$ cat src/rtl/vga_timing_pkg.sv
// vga_timing_pkg
// Shared VGA raster timing definitions for the sync generator and for the
// tile-bitmap screens that consume its coordinates.
//   - DEF_* : default 640x480 @ 60 Hz timing (25 MHz pixel clock from 100 MHz)
//   - H_TOTAL / V_TOTAL : full line / frame lengths for the default timing
//   - HS_* / VS_* : sync pulse windows, start inclusive, end exclusive
//   - TILE_SHIFT : tile index = pixel coordinate >> TILE_SHIFT
//   - coord_t / tick_div_t / sync_t : shared widths and the decoded sync bundle
package vga_timing_pkg;

  localparam int COORD_W   = 10;
  localparam int DIV_W     = 4;
  localparam int MAX_TOTAL = 1 << COORD_W;

  localparam int DEF_CLK_DIV   = 4;
  localparam int DEF_H_DISPLAY = 640;
  localparam int DEF_H_FRONT   = 16;
  localparam int DEF_H_SYNC    = 96;
  localparam int DEF_H_BACK    = 48;
  localparam int DEF_V_DISPLAY = 480;
  localparam int DEF_V_FRONT   = 10;
  localparam int DEF_V_SYNC    = 2;
  localparam int DEF_V_BACK    = 33;

  localparam int H_TOTAL  = DEF_H_DISPLAY + DEF_H_FRONT + DEF_H_SYNC + DEF_H_BACK;
  localparam int V_TOTAL  = DEF_V_DISPLAY + DEF_V_FRONT + DEF_V_SYNC + DEF_V_BACK;
  localparam int HS_START = DEF_H_DISPLAY + DEF_H_FRONT;
  localparam int HS_END   = HS_START + DEF_H_SYNC;
  localparam int VS_START = DEF_V_DISPLAY + DEF_V_FRONT;
  localparam int VS_END   = VS_START + DEF_V_SYNC;

  localparam int TILE_SHIFT = 4;

  typedef logic [COORD_W-1:0] coord_t;
  typedef logic [DIV_W-1:0]   tick_div_t;

  // Decoded raster flags; sync bits are active low.
  typedef struct packed {
    logic hsync;
    logic vsync;
    logic video_on;
  } sync_t;

  // Half-open window test: lo <= v < hi.
  function automatic logic in_window(coord_t v, coord_t lo, coord_t hi);
    return (v >= lo) && (v < hi);
  endfunction

endpackage

$ cat src/rtl/pixel_tick_gen.sv
// pixel_tick_gen
// Divides the system clock down to the pixel rate.
//   clk    : system clock
//   rst_n  : asynchronous active-low reset
//   p_tick : high on the last system clock of every pixel period
module pixel_tick_gen
  import vga_timing_pkg::*;
#(
  parameter int CLK_DIV = DEF_CLK_DIV
) (
  input  logic clk,
  input  logic rst_n,
  output logic p_tick
);

  localparam tick_div_t DIV_LAST = tick_div_t'(CLK_DIV - 1);

  tick_div_t div;

  // Free-running divider; with CLK_DIV = 1 it sits at 0, which is also the
  // last count, so p_tick stays high every clock.
  always_ff @(posedge clk or negedge rst_n) begin
    if (!rst_n) begin
      div <= '0;
    end else if (div == DIV_LAST) begin
      div <= '0;
    end else begin
      div <= div + tick_div_t'(1);
    end
  end

  // Decoded from the registered count so the tick lines up with the final
  // clock of the pixel period.
  assign p_tick = (div == DIV_LAST);

endmodule

$ cat src/rtl/vga_sync_gen.sv
// vga_sync_gen
// VGA raster timing generator feeding the tile screens and the colour mux.
//   clk         : system clock
//   rst_n       : asynchronous active-low reset
//   pixel_x     : horizontal position, 0..line total-1
//   pixel_y     : vertical position, 0..frame lines-1
//   hsync       : horizontal sync, active low
//   vsync       : vertical sync, active low
//   video_on    : high while (pixel_x, pixel_y) is in the visible area
//   p_tick      : one-clk pulse on the final clk of each pixel period
//   frame_start : one-clk pulse on the first clk of (0,0) after a frame wrap
module vga_sync_gen
  import vga_timing_pkg::*;
#(
  parameter int CLK_DIV   = DEF_CLK_DIV,
  parameter int H_DISPLAY = DEF_H_DISPLAY,
  parameter int H_FRONT   = DEF_H_FRONT,
  parameter int H_SYNC    = DEF_H_SYNC,
  parameter int H_BACK    = DEF_H_BACK,
  parameter int V_DISPLAY = DEF_V_DISPLAY,
  parameter int V_FRONT   = DEF_V_FRONT,
  parameter int V_SYNC    = DEF_V_SYNC,
  parameter int V_BACK    = DEF_V_BACK
) (
  input  logic         clk,
  input  logic         rst_n,
  output logic [9:0]   pixel_x,
  output logic [9:0]   pixel_y,
  output logic         hsync,
  output logic         vsync,
  output logic         video_on,
  output logic         p_tick,
  output logic         frame_start
);

  localparam int LINE_TOTAL  = H_DISPLAY + H_FRONT + H_SYNC + H_BACK;
  localparam int FRAME_LINES = V_DISPLAY + V_FRONT + V_SYNC + V_BACK;

  localparam coord_t H_LAST      = coord_t'(LINE_TOTAL - 1);
  localparam coord_t V_LAST      = coord_t'(FRAME_LINES - 1);
  localparam coord_t H_VISIBLE   = coord_t'(H_DISPLAY);
  localparam coord_t V_VISIBLE   = coord_t'(V_DISPLAY);
  localparam coord_t HSYNC_START = coord_t'(H_DISPLAY + H_FRONT);
  localparam coord_t HSYNC_END   = coord_t'(H_DISPLAY + H_FRONT + H_SYNC);
  localparam coord_t VSYNC_START = coord_t'(V_DISPLAY + V_FRONT);
  localparam coord_t VSYNC_END   = coord_t'(V_DISPLAY + V_FRONT + V_SYNC);

  // Totals above 1024 would silently alias in the 10-bit counters, and the
  // divider is only 4 bits wide.
  if (LINE_TOTAL > MAX_TOTAL || FRAME_LINES > MAX_TOTAL) begin : g_bad_total
    $error("vga_sync_gen: line or frame total exceeds 1024");
  end
  if (CLK_DIV < 1 || CLK_DIV > 16) begin : g_bad_div
    $error("vga_sync_gen: CLK_DIV must be within 1..16");
  end
  if (H_TOTAL > MAX_TOTAL || V_TOTAL > MAX_TOTAL ||
      HS_END > H_TOTAL || VS_END > V_TOTAL) begin : g_bad_defaults
    $error("vga_sync_gen: default timing in vga_timing_pkg is inconsistent");
  end

  coord_t h_count;
  coord_t v_count;
  coord_t h_next;
  coord_t v_next;
  logic   frame_wrap;
  sync_t  sync_next;

  pixel_tick_gen #(
    .CLK_DIV (CLK_DIV)
  ) u_tick (
    .clk    (clk),
    .rst_n  (rst_n),
    .p_tick (p_tick)
  );

  // Next raster position. The vertical counter only moves on the tick that
  // closes a line, and frame_wrap flags the single tick closing the frame.
  always_comb begin
    h_next     = h_count;
    v_next     = v_count;
    frame_wrap = 1'b0;
    if (p_tick) begin
      if (h_count == H_LAST) begin
        h_next = '0;
        if (v_count == V_LAST) begin
          v_next     = '0;
          frame_wrap = 1'b1;
        end else begin
          v_next = v_count + coord_t'(1);
        end
      end else begin
        h_next = h_count + coord_t'(1);
      end
    end
  end

  // Decoding from the next-state position lets the registered flags change
  // on the same edge as the counters, so they line up with pixel_x/pixel_y.
  always_comb begin
    sync_next.hsync    = ~in_window(h_next, HSYNC_START, HSYNC_END);
    sync_next.vsync    = ~in_window(v_next, VSYNC_START, VSYNC_END);
    sync_next.video_on = (h_next < H_VISIBLE) && (v_next < V_VISIBLE);
  end

  // All externally visible raster state is registered. Reset values match
  // pixel (0,0): both syncs idle and the pixel visible.
  always_ff @(posedge clk or negedge rst_n) begin
    if (!rst_n) begin
      h_count     <= '0;
      v_count     <= '0;
      hsync       <= 1'b1;
      vsync       <= 1'b1;
      video_on    <= 1'b1;
      frame_start <= 1'b0;
    end else begin
      h_count     <= h_next;
      v_count     <= v_next;
      hsync       <= sync_next.hsync;
      vsync       <= sync_next.vsync;
      video_on    <= sync_next.video_on;
      frame_start <= frame_wrap;
    end
  end

  assign pixel_x = h_count;
  assign pixel_y = v_count;

endmodule

$ cat config.mk
export PLATFORM = sky130hd
export DESIGN_NAME = vga_sync_gen
export DESIGN_NICKNAME = d
export VERILOG_FILES = /design/src/rtl/vga_timing_pkg.sv /design/src/rtl/pixel_tick_gen.sv /design/src/rtl/vga_sync_gen.sv
export SDC_FILE = /design/constraint.sdc
export NUM_CORES = 1
export LEC_CHECK = 0
export BUFFER_PORTS_ARGS = -buffer_cell sky130_fd_sc_hd__buf_4
export CAP_MARGIN = 30
export CELL_PAD_IN_SITES_DETAIL_PLACEMENT = 0
export CELL_PAD_IN_SITES_GLOBAL_PLACEMENT = 1
export CORE_MARGIN = 2
export CORE_UTILIZATION = 38
export DETAILED_ROUTE_END_ITERATION = 10
export GPL_ROUTABILITY_DRIVEN = 0
export PLACE_DENSITY = 0.79
export SYNTH_ARGS = -nofsm -noshare
export SYNTH_HDL_FRONTEND = slang
export SYNTH_HIERARCHICAL = 1
export SYNTH_SLANG_ARGS = --single-unit
$ cat constraint.sdc
create_clock -name clk -period 2.1 [get_ports clk]
set_input_delay 0.315 -clock clk [delete_from_list [all_inputs] [get_ports clk]]
set_output_delay 0.315 -clock clk [all_outputs]
set_load 0.02 [all_outputs]
# After elaboration in Yosys (flattened, before gate mapping)
# Cells that the tools add are included.
dict set report op_classes {
  n_addsub 3
  magnitude_cmp 6
  n_eq_ne 3
  n_mux 9
  n_bitwise 2
  reduce_logical 3
}
# op n
set ops {}
lappend ops {{2-to-1 mux 10 bit} 5}
lappend ops {{adder 10 x 1 -> 10 bit, second input constant} 2}
lappend ops {{== test 10 bit, second input constant} 2}
lappend ops {{< comparator 10 bit, second input constant} 2}
lappend ops {{< comparator 10 x 9 -> 1 bit, second input constant} 2}
lappend ops {{greater-or-equal comparator 10 bit, second input constant} 1}
lappend ops {{greater-or-equal comparator 10 x 9 -> 1 bit, second input constant} 1}
lappend ops {{adder 4 x 1 -> 4 bit, second input constant} 1}
lappend ops {{== test 4 x 2 -> 1 bit, second input constant} 1}
lappend ops {{2-to-1 mux 4 bit} 1}
lappend ops {{logical AND 1 bit} 3}
lappend ops {{2-to-1 mux 1 bit} 3}
lappend ops {{NOT 1 bit} 2}
dict set report word_totals {
  reg_bits 28
  inputBits 2
  wordCells 33
}

# Logic depth before layout (Yosys ltp)
dict set report depth {
  depth_word 7
  ltp_mapped 9
  mapped_depth_nobuf 8
}

# Modules after synthesis
# The synthesis kept the hierarchy.
# module instances cells_per_inst area_each_um2 seq_area_each_um2
set by_module_without_submodules {}
lappend by_module_without_submodules {vga_sync_gen 1 131 1302.5 604.3}
lappend by_module_without_submodules {pixel_tick_gen 1 12 163.9 100.1}

# Worst setup path before layout
# Ideal clock, no wire load.
dict set report synth_path {
  path_type {flip-flop to flip-flop}
  from {register u_tick.div[0]}
  to {register video_on}
  arrival_ns 2.541
  required_ns 2.039
  slack_ns -0.502
  path_stages_with_launch 10
  n_path_buf 1
  synth_period_minus_slack_ns 2.602
  path_cell_list {dfrtp_1 ha_1 nor3b_2 buf_4 nand2_2 or4_4 nor3_2 xnor2_1 nor3b_1 o22a_1}
}
# item line
set synth_lines {}
lappend synth_lines {{start, declared} pixel_tick_gen.sv:18} ;# tick_div_t div;
lappend synth_lines {{start signal, assigned} pixel_tick_gen.sv:28} ;# div <= div + tick_div_t'(1);
lappend synth_lines {{end signal, assigned} vga_sync_gen.sv:120} ;# video_on <= sync_next.video_on;
lappend synth_lines {{end, declared} vga_sync_gen.sv:31} ;# output logic video_on,

==> run_results.csv <==
group,metric,value,unit
placed_design,numPortBuffers,26,
setup_path,cp_data_required_time,2310,ps
logic_synthesis,synthXorXnorAreaFrac,0.0956,
logic_synthesis,yosys.area_share.simple,0.268,
clock_network,clock_path_buffers,2,
final_layout,diodes,0,
sta,setup_viol,0,
sta,holdWs,486,ps
detailed_routing,viasPerCell,5.33,
sta,hold_violations,0,
power_and_ir_drop,leakagePower,0.937,nW
clock_network,cts_root_buffer,"clkbuf_8",
detailed_routing,firstDrtPassIters,4,
placed_design,placed_cell_area,0.00187,sq mm
detailed_routing,drc,0,
sta,fmax,0.477,GHz
logic_synthesis,synthArstFlopShare,1.00,
final_layout,utilization,0.563,
detailed_routing,num_vias,1305,
logic_synthesis,ys_warn_count,6,
power_and_ir_drop,swShare,0.206,
detailed_routing,drt_iter0_drc,59,
final_layout,final_common_cell,"buf_4",
min_path,hold_path.class,"in -> async",
logic_synthesis,ys_seq_elements,28,
clock_network,cts_buffers,3,
power_and_ir_drop,internal_power,0.678,mW
logic_synthesis,synthAdderAreaFrac,0.0341,
floorplanning,rows,22,
logic_synthesis,synth_compound_area_frac,0.0879,
grt,grt_pass1_vias,1332,
detailed_routing,routedWlPerCell,14.5,um
setup_path,path_max_fanout,5,
sta,rsz0062_at_grt,"true",
grt,grt_usage,0.184,
sta,period_minus_slack,2100,ps
logic_synthesis,yosysUniqueCellTypes,45,
sta,final.setup_skew,5.15,ps
setup_path,startpoint_type,"flop",
final_layout,drive_gt1_frac,0.406,
grt,grt_pass1_wl,6200,um
run_status,outcome,"finished clean",
logic_synthesis,yosysTopAreaCell,"dfrtp_1",
run,cap_violations,0,
grt,antenna_found_initial,0,
final_layout,area_growth,41.7,%
logic_synthesis,synth-edff-count,0,
logic_synthesis,synth_top_area_frac,0.427,
logic_synthesis,ys_seq_area_frac,0.480,
power_and_ir_drop,p_seq_frac,0.631,
final_layout,design_area,0.00208,sq mm
final_layout,final_cell_mix,"51 x buf_4, 25 x dfrtp_1, 13 x nor2_1, 13 x nand2_1, 10 x xnor2_1",
setup_path,r2r_slack,2,ps
clock_network,cts_max_level,1,
power_and_ir_drop,power.switching,0.176,mW
grt,grt_overflow_total,0,
logic_synthesis,syn-cell-area,0.00147,sq mm
clock_network,cts_tree,"built",
final_layout,nets,204,
setup_path,critPathArrivalTime,2310,ps
sta,max_slew_margin,0.759,
logic_synthesis,synth_top_family_by_area,"simple AND/OR/NAND/NOR gates",
logic_synthesis,synth.area.top_cells,"dfrtp_1 43%, xnor2_1 6.6%, dfstp_2 5.4%",
power_and_ir_drop,irDropWorstVdd,0.246,mV
sta,worst_pin_slew,362,ps
setup_path,worstSetupPathType,"reg -> reg",
power_and_ir_drop,pwr-share-comb,0.015,
placed_design,post-dp-hpwl,2620,um
sta,timing.final.crit_share,0.999,
detailed_routing,drt.antenna.violating_nets,0,
clock_network,clk_latency,270,ps
logic_synthesis,synthCells,143,
logic_synthesis,synth.avg_cell_area,10.3,sq um
floorplanning,start_util,0.398,
power_and_ir_drop,pwr_density_cell,411,mW/mm^2
floorplanning,die_w,66.1,um
clock_network,clk_pin_slew,100,ps
setup_path,crit_path_end_kind,"flop",
floorplanning,die-area,0.00437,sq mm
floorplanning,io_pins,27,
logic_synthesis,synth_mux_area_frac,0.0137,
clock_network,cts.sinks,28,
sta,drv_slew,0,
logic_synthesis,syn-num-nets,149,
floorplanning,die_y,66.1,um
detailed_routing,routed_wl,3560,um
floorplanning,core_area,0.00369,sq mm
grt,grt_max_degree,29,
power_and_ir_drop,power.share.clock,0.354,
logic_synthesis,synth_flop_cell,"dfrtp_1",
[sequential cells by signal, summed over array words and instances, names as in the netlist]
signal / flops
frame_start: 1
hsync: 1
pixel_x: 10
pixel_y: 10
u_tick/div: 4
video_on: 1
vsync: 1
[power by group through the flow]
| stage | registers (mW) | clock network, mW | logic [mW] |
|---|---|---|---|
| floorplan | 0.550 | 0 | 0.000000259 |
| global route | 0.539 | 0.338 | 0.0155 |
| detailed placement | 0.549 | 0 | 0.0123 |
| global placement | 0.549 | 0 | 0.0121 |
| finish | 0.539 | 0.302 | 0.0129 |
| CTS | 0.539 | 0.308 | 0.0137 |
[worst max-delay path, cell delays in order (launching register included)]
cell and delay [ps]:
dfrtp_1 380, ha_2 190, nor3b_4 250, nand2_4 100, or4_4 470, o21bai_4 210, a21oi_4 190, nor2b_1 60
o22a_1 190
[routing by layer]
layer	vias to the layer above	wire length, um	GRT usage
li1	617	-	-
met1	641	1550	0.244
met2	43	1790	0.309
met3	4	169	0.0239
met4	0	46	0.0638
met5	-	0	0
[through the flow]
stage,setup slack (ps),cells,power [mW],setup TNS (ps)
after CTS,-22.9,242,0.861,-22.9
after detailed placement,-44.9,232,0.562,-81.8
after floorplan,-150,143,0.550,-322
final,2.08,245,0.854,0
after global placement,48.7,232,0.562,0
after global routing,-118,245,0.893,-266
[synthesized netlist by cell type, types with 3 or more instances]
| cell | number |
|---|---|
| dfstp_2 | 3 |
| o21ai_0 | 6 |
| nand2_1 | 13 |
| dfrtp_1 | 25 |
| inv_1 | 4 |
| xor2_1 | 5 |
| nand4_1 | 5 |
| nor2_1 | 14 |
| nand3_1 | 5 |
| ha_1 | 4 |
| xnor2_1 | 11 |
| nor3_1 | 4 |
[worst paths after layout]
kind                               start       endpoint  cells after the start
min reg2reg                u_tick/div[1]  u_tick/div[1]                      1
max in group asynchronous          rst_n          hsync                      2
min in group clk           u_tick/div[1]  u_tick/div[1]                      1
max                        u_tick/div[0]       video_on                      8
max reg2reg                u_tick/div[0]       video_on                      8
min                                rst_n     pixel_y[0]                      2
[what timing repair did]
action / CTS / global route
buffers inserted: 5 / 3
pin swaps: 3 / 3
setup endpoints to repair: 2 / 8
hold buffers: 1 / 0
gates resized for setup: 4 / 12
hold endpoints to repair: 25 / 0
[final cells by class]
| class | instances | area (sq um) |
|---|---|---|
| repair buffers | 53 | 404 |
| flip-flops and latches | 28 | 704 |
| fillers | 341 | 1610 |
| well taps | 48 | 60.1 |
| clock buffers | 4 | 45.0 |
| multi-input cells | 108 | 850 |
| inverters | 4 | 15.0 |
[cell families after synthesis]
| logic type | Yosys count |
|---|---|
| AO/OA/AOI/OAI | 19 |
| XOR/XNOR | 16 |
| adder cells (fa/ha/maj) | 4 |
| buffers and inverters | 7 |
| flip-flops | 28 |
| multiplexers | 2 |
| AND/OR/NAND/NOR | 67 |
No activity file was read; power rests on OpenSTA's default activity.
